**src/rtl/sc_s2b_acc.sv**
```systemverilog
// sc_s2b_acc: stochastic-to-binary accumulator.
// Counts 1s on iBit over a 2^LOGLEN-cycle window and publishes the count
// scaled to INWD bits with a one-cycle oValid pulse. Windows start on 'start'.
// Optional macro SC_S2B_CONT_EN: re-arm automatically for back-to-back windows.
`ifndef INWD
`define INWD 8
`endif

module sc_s2b_acc #(
    parameter int INWD   = `INWD,
    parameter int LOGLEN = 2*INWD
) (
    input  logic            clk,
    input  logic            rst,
    input  logic            start,
    input  logic            iBit,
    output logic [INWD-1:0] oVal,
    output logic            oValid,
    output logic            busy
);

    generate
        if (LOGLEN < INWD) begin : gBadLogLen
            $error("sc_s2b_acc: LOGLEN must be >= INWD");
        end
    endgenerate

`ifdef SC_S2B_CONT_EN
    localparam bit CONT = 1'b1;
`else
    localparam bit CONT = 1'b0;
`endif

    typedef enum logic {IDLE = 1'b0, RUN = 1'b1} stateT;

    stateT             state;
    stateT             nextState;
    logic [LOGLEN-1:0] winCnt;
    logic [LOGLEN:0]   onesCnt;
    logic [LOGLEN:0]   onesFinal;
    logic              lastEdge;

    // Top INWD bits of the (LOGLEN+1)-bit count; only an all-ones stream
    // sets the MSB, and that case clamps to full scale.
    function automatic logic [INWD-1:0] scaleSat(input logic [LOGLEN:0] ones);
        if (ones[LOGLEN])
            scaleSat = {INWD{1'b1}};
        else
            scaleSat = ones[LOGLEN-1 -: INWD];
    endfunction

    // The edge that samples the final bit of the window.
    assign lastEdge  = (state == RUN) && (winCnt == {LOGLEN{1'b1}});
    // Count including the bit sampled on this edge.
    assign onesFinal = onesCnt + {{LOGLEN{1'b0}}, iBit};
    assign busy      = (state == RUN);

    // Next-state: start always (re)enters RUN; completion leaves RUN unless continuous.
    always_comb begin
        nextState = state;
        case (state)
            IDLE: if (start) nextState = RUN;
            RUN:  if (!start && lastEdge && !CONT) nextState = IDLE;
            default: nextState = IDLE;
        endcase
    end

    // State register.
    always_ff @(posedge clk or posedge rst) begin
        if (rst) state <= IDLE;
        else     state <= nextState;
    end

    // Window counters: cleared on start or completion, advanced while running.
    always_ff @(posedge clk or posedge rst) begin
        if (rst) begin
            winCnt  <= '0;
            onesCnt <= '0;
        end else if (start || lastEdge) begin
            winCnt  <= '0;
            onesCnt <= '0;
        end else if (state == RUN) begin
            winCnt  <= winCnt + LOGLEN'(1);
            onesCnt <= onesFinal;
        end
    end

    // Result publication: oVal held between completions, oValid pulses once.
    always_ff @(posedge clk or posedge rst) begin
        if (rst) begin
            oVal   <= '0;
            oValid <= 1'b0;
        end else begin
            oValid <= lastEdge;
            if (lastEdge) oVal <= scaleSat(onesFinal);
        end
    end

endmodule

```
**config.mk**
```make
export PLATFORM = sky130hd
export DESIGN_NAME = sc_s2b_acc
export DESIGN_NICKNAME = d
export VERILOG_FILES = /design/src/rtl/sc_s2b_acc.sv
export SDC_FILE = /design/constraint.sdc
export NUM_CORES = 1
export LEC_CHECK = 0
export CAP_MARGIN = 20
export CORE_UTILIZATION = 35
export CTS_CLUSTER_SIZE = 25
export DETAILED_ROUTE_END_ITERATION = 12
export DONT_BUFFER_PORTS = 1
export PLACE_DENSITY_LB_ADDON = 0.3
export SYNTH_ARGS = -nofsm -noshare
export SYNTH_HDL_FRONTEND = slang
export SYNTH_SLANG_ARGS = --single-unit
```
**constraint.sdc**
```tcl
create_clock -name clk -period 2.9 [get_ports clk]
set_clock_uncertainty 0.1 [all_clocks]
set_input_delay 0.29 -clock clk [delete_from_list [all_inputs] [get_ports clk]]
set_output_delay 0.29 -clock clk [all_outputs]
set_load 0.02 [all_outputs]
```
==> impl_metrics.yaml <==
layout:
  area_growth_pct: 9.40
  antennaDiodeCount: 0
  nFillCells: 612
  final_util_pct: 40.3
  final_nets: 248
  drive_gt1_share_pct: 7.44
  postLayoutCellArea_mm2: 0.00243
  stdcell_count: 317
place:
  place_area_mm2: 0.00230
  gp_congestion: 0.797
  io_buffers: 0
  dpl.hpwl_um: 3210
  dp_cells: 306
  place_ws_ns: 0.673
drt:
  wl_met3_um: 208
  met1_length_um: 2270
  vias: 1679
  met2_length_um: 2040
  vias_per_cell: 5.30
  drc: 0
  ant_nets: 0
  top_layer: "met4"
  drt_iter0_markers: 89
  drt-total-wl_um: 4570
  drt_pass1_iterations: 4
  wire_per_inst_um: 14.4
worst_setup_path:
  r2r_start: "onesCnt[0]"
  end_kind: "register"
  start_kind: "register"
  rr_endpoint: "oVal[3]"
  cp_data_required_time_ns: 2.97
  r2r_cells: 7
  criticalPathCategory: "reg -> reg"
  r2r_slack_ns: 0.69
  crit_path_max_fanout: 8
  cp.arrival_ns: 2.28
cts:
  clock-root-buffer: "clkbuf_8"
  cts_tree: "yes"
  postCtsSetupRepairBufs: 0
  clock_latency_ns: 0.30
  cts_buffer_depth: 2
  htree_levels: 2
  cts_sinks: 43
  cts_inserted_buffers: 5
  clkSlewWorstSetupHoldPaths_ns: 0.08
timing:
  worst_slack_ns: 0.686
  slew_headroom_pct: 60.2
  min_period_ns: 2.21
  worstMarginPinSlew_ns: 0.594
  finalSetupTns_ns: 0
  finalSetupViolCount: 0
  rsz0062_at_grt: "false"
  maxSlewViolCount: 0
  max_freq_ghz: 0.452
  fin_crit_sh_pct: 76.3
  finalHoldViolCount: 0
  fin_hold_ws_ns: 0.0104
yosys:
  synth-seq-cells: 43
  synth_cells: 236
  yosys_warnings: 0
  synth_nets: 243
  ys_seq_area_share_pct: 48.4
  syn_avg_cell_area_um2: 9.42
  synth_cell_types: 36
  syn_area_mm2: 0.00222
pwr:
  share_clk_of_total_power_pct: 38.6
  power_switching_mw: 0.239
  leakage_nw: 0.991
  ir_worst_vdd_mv: 0.162
  p_int_mw: 0.841
  p_per_area_mw_per_mm2: 445
  p_seq_share_pct: 56.6
  combPwrFrac_pct: 4.7
  power_mw: 1.08
  sw_frac_of_total_pct: 22.1
die:
  die_w_um: 81.7
  rows: 28
  die_y_um: 81.7
  ioPinCount: 14
  dieArea_mm2: 0.00667
  core_area_mm2: 0.00603
  start_util_pct: 36.9
global_route:
  grt_pass1_wl_um: 7780
  grt_start_max_net_pins: 29
  grt_pass1_vias: 1625
  grt_overflow: 0
  grt_usage_pct: 15.5
  grt_antenna_before_repair: 0
worst_hold_path:
  hold_path.class: "in -> reg"
  min_from: "start"
  hold_path_end: "busy"
  hold_path_depth: 1
run_status:
  run_status: "completed"
run:
  maxCapViolCount: 0
power groups by stage:
stage	Sequential (mW)	Combinational (mW)	Clock, mW
after floorplan	0.623	0.0384	0
after global placement	0.624	0.0468	0
after detailed placement	0.624	0.0470	0
after CTS	0.612	0.0510	0.434
after global routing	0.614	0.0605	0.456
final	0.612	0.0511	0.417
synth_stat cells (all sizes together):
cell / count / share of area, %
inv: 3 / 0.51
dfrtp: 43 / 48
o41ai: 1 / 0.39
a22o: 7 / 2.8
buf: 2 / 0.73
xor2: 11 / 4.3
clkbuf: 5 / 0.84
or2: 2 / 0.56
or3: 2 / 0.56
o2bb2ai: 1 / 0.39
nor3: 6 / 1.6
and3: 7 / 2.0
or2b: 1 / 0.34
o22ai: 1 / 0.28
nor4: 6 / 1.7
a221o: 2 / 0.90
ha: 3 / 1.7
a21o: 1 / 0.34
and2: 1 / 0.39
a21oi: 15 / 3.4
o21ai: 8 / 1.8
mux2: 1 / 0.51
nand2: 18 / 3.0
nand2b: 4 / 1.1
mux2i: 1 / 0.45
xnor2: 13 / 5.1
or4: 3 / 1.2
nand4: 12 / 3.7
nand3: 12 / 2.7
nor2: 39 / 6.6
nor2b: 5 / 1.7
placed cells by master, fill, tap and decap left out, types with 6 or more instances in the layout:
master	n
a21oi_1	15
a22o_1	7
and3_1	7
clkbuf_8	7
dfrtp_1	43
nand2_1	18
nand3_1	12
nand4_1	11
nor2_1	39
nor4_1	6
o21ai_0	8
xnor2_1	13
xor2_1	11
logic make-up (layout without fill, tap and decap cells):
logic type | count (synthesis) | in the layout | synth area share, %
muxes | 2 | 2 | 0.957
DFF | 43 | 43 | 48.4
AOI/OAI and AO/OA | 36 | 36 | 10.2
adders and majority gates | 3 | 3 | 1.69
xor gates and xnor gates | 24 | 24 | 9.46
and+or+nand+nor | 118 | 118 | 27.1
buffers and inverters | 10 | 16 | 2.08
repair_timing:
| action | CTS | global route |
|---|---|---|
| hold endpoints to repair | 35 | 0 |
| hold buffers | 2 | 0 |
| resized for setup | 0 | 0 |
sequential cells by signal, summed over array words and instances (netlist names):
register	count
onesCnt	17
oValid	1
winCnt	16
oVal	8
busy	1
area by class of cell:
class	count	area, um2	area share, %
multi-input combinational	183	1100	45.2
sequential	43	1080	44.3
clock buffer	8	100	4.12
tap	75	93.8	3.86
timing repair buffer	5	50.0	2.06
inverter	3	11.3	0.463
critical path, stage by stage, from the launching register on:
cell and delay, ns:
dfrtp_1 0.36, ha_1 0.18, ha_1 0.17, nand3_1 0.22, nor4_1 0.42, xnor2_1 0.18, and3_1 0.36, a21oi_1 0.10
how the worst max path moves through the flow:
stage	startpoint	endpoint	slack (ns)	depth (start not counted)
2_1_floorplan	winCnt[0]	onesCnt[8]	0.83	7
3_3_place_gp	onesCnt[0]	oVal[3]	0.70	7
3_5_place_dp	onesCnt[0]	oVal[5]	0.67	7
4_1_cts	onesCnt[0]	oVal[4]	0.66	7
5_1_grt	onesCnt[0]	oVal[3]	0.47	7
6_report	onesCnt[0]	oVal[3]	0.69	7
layer usage:
| metal | up-vias | GRT usage (%) |
|---|---|---|
| met5 | - | 0 |
| met4 | 0 | 4.74 |
| met3 | 6 | 4.33 |
| met2 | 29 | 24.3 |
| met1 | 805 | 20.6 |
| li1 | 839 | - |
Power figures use the tool's default switching activity.
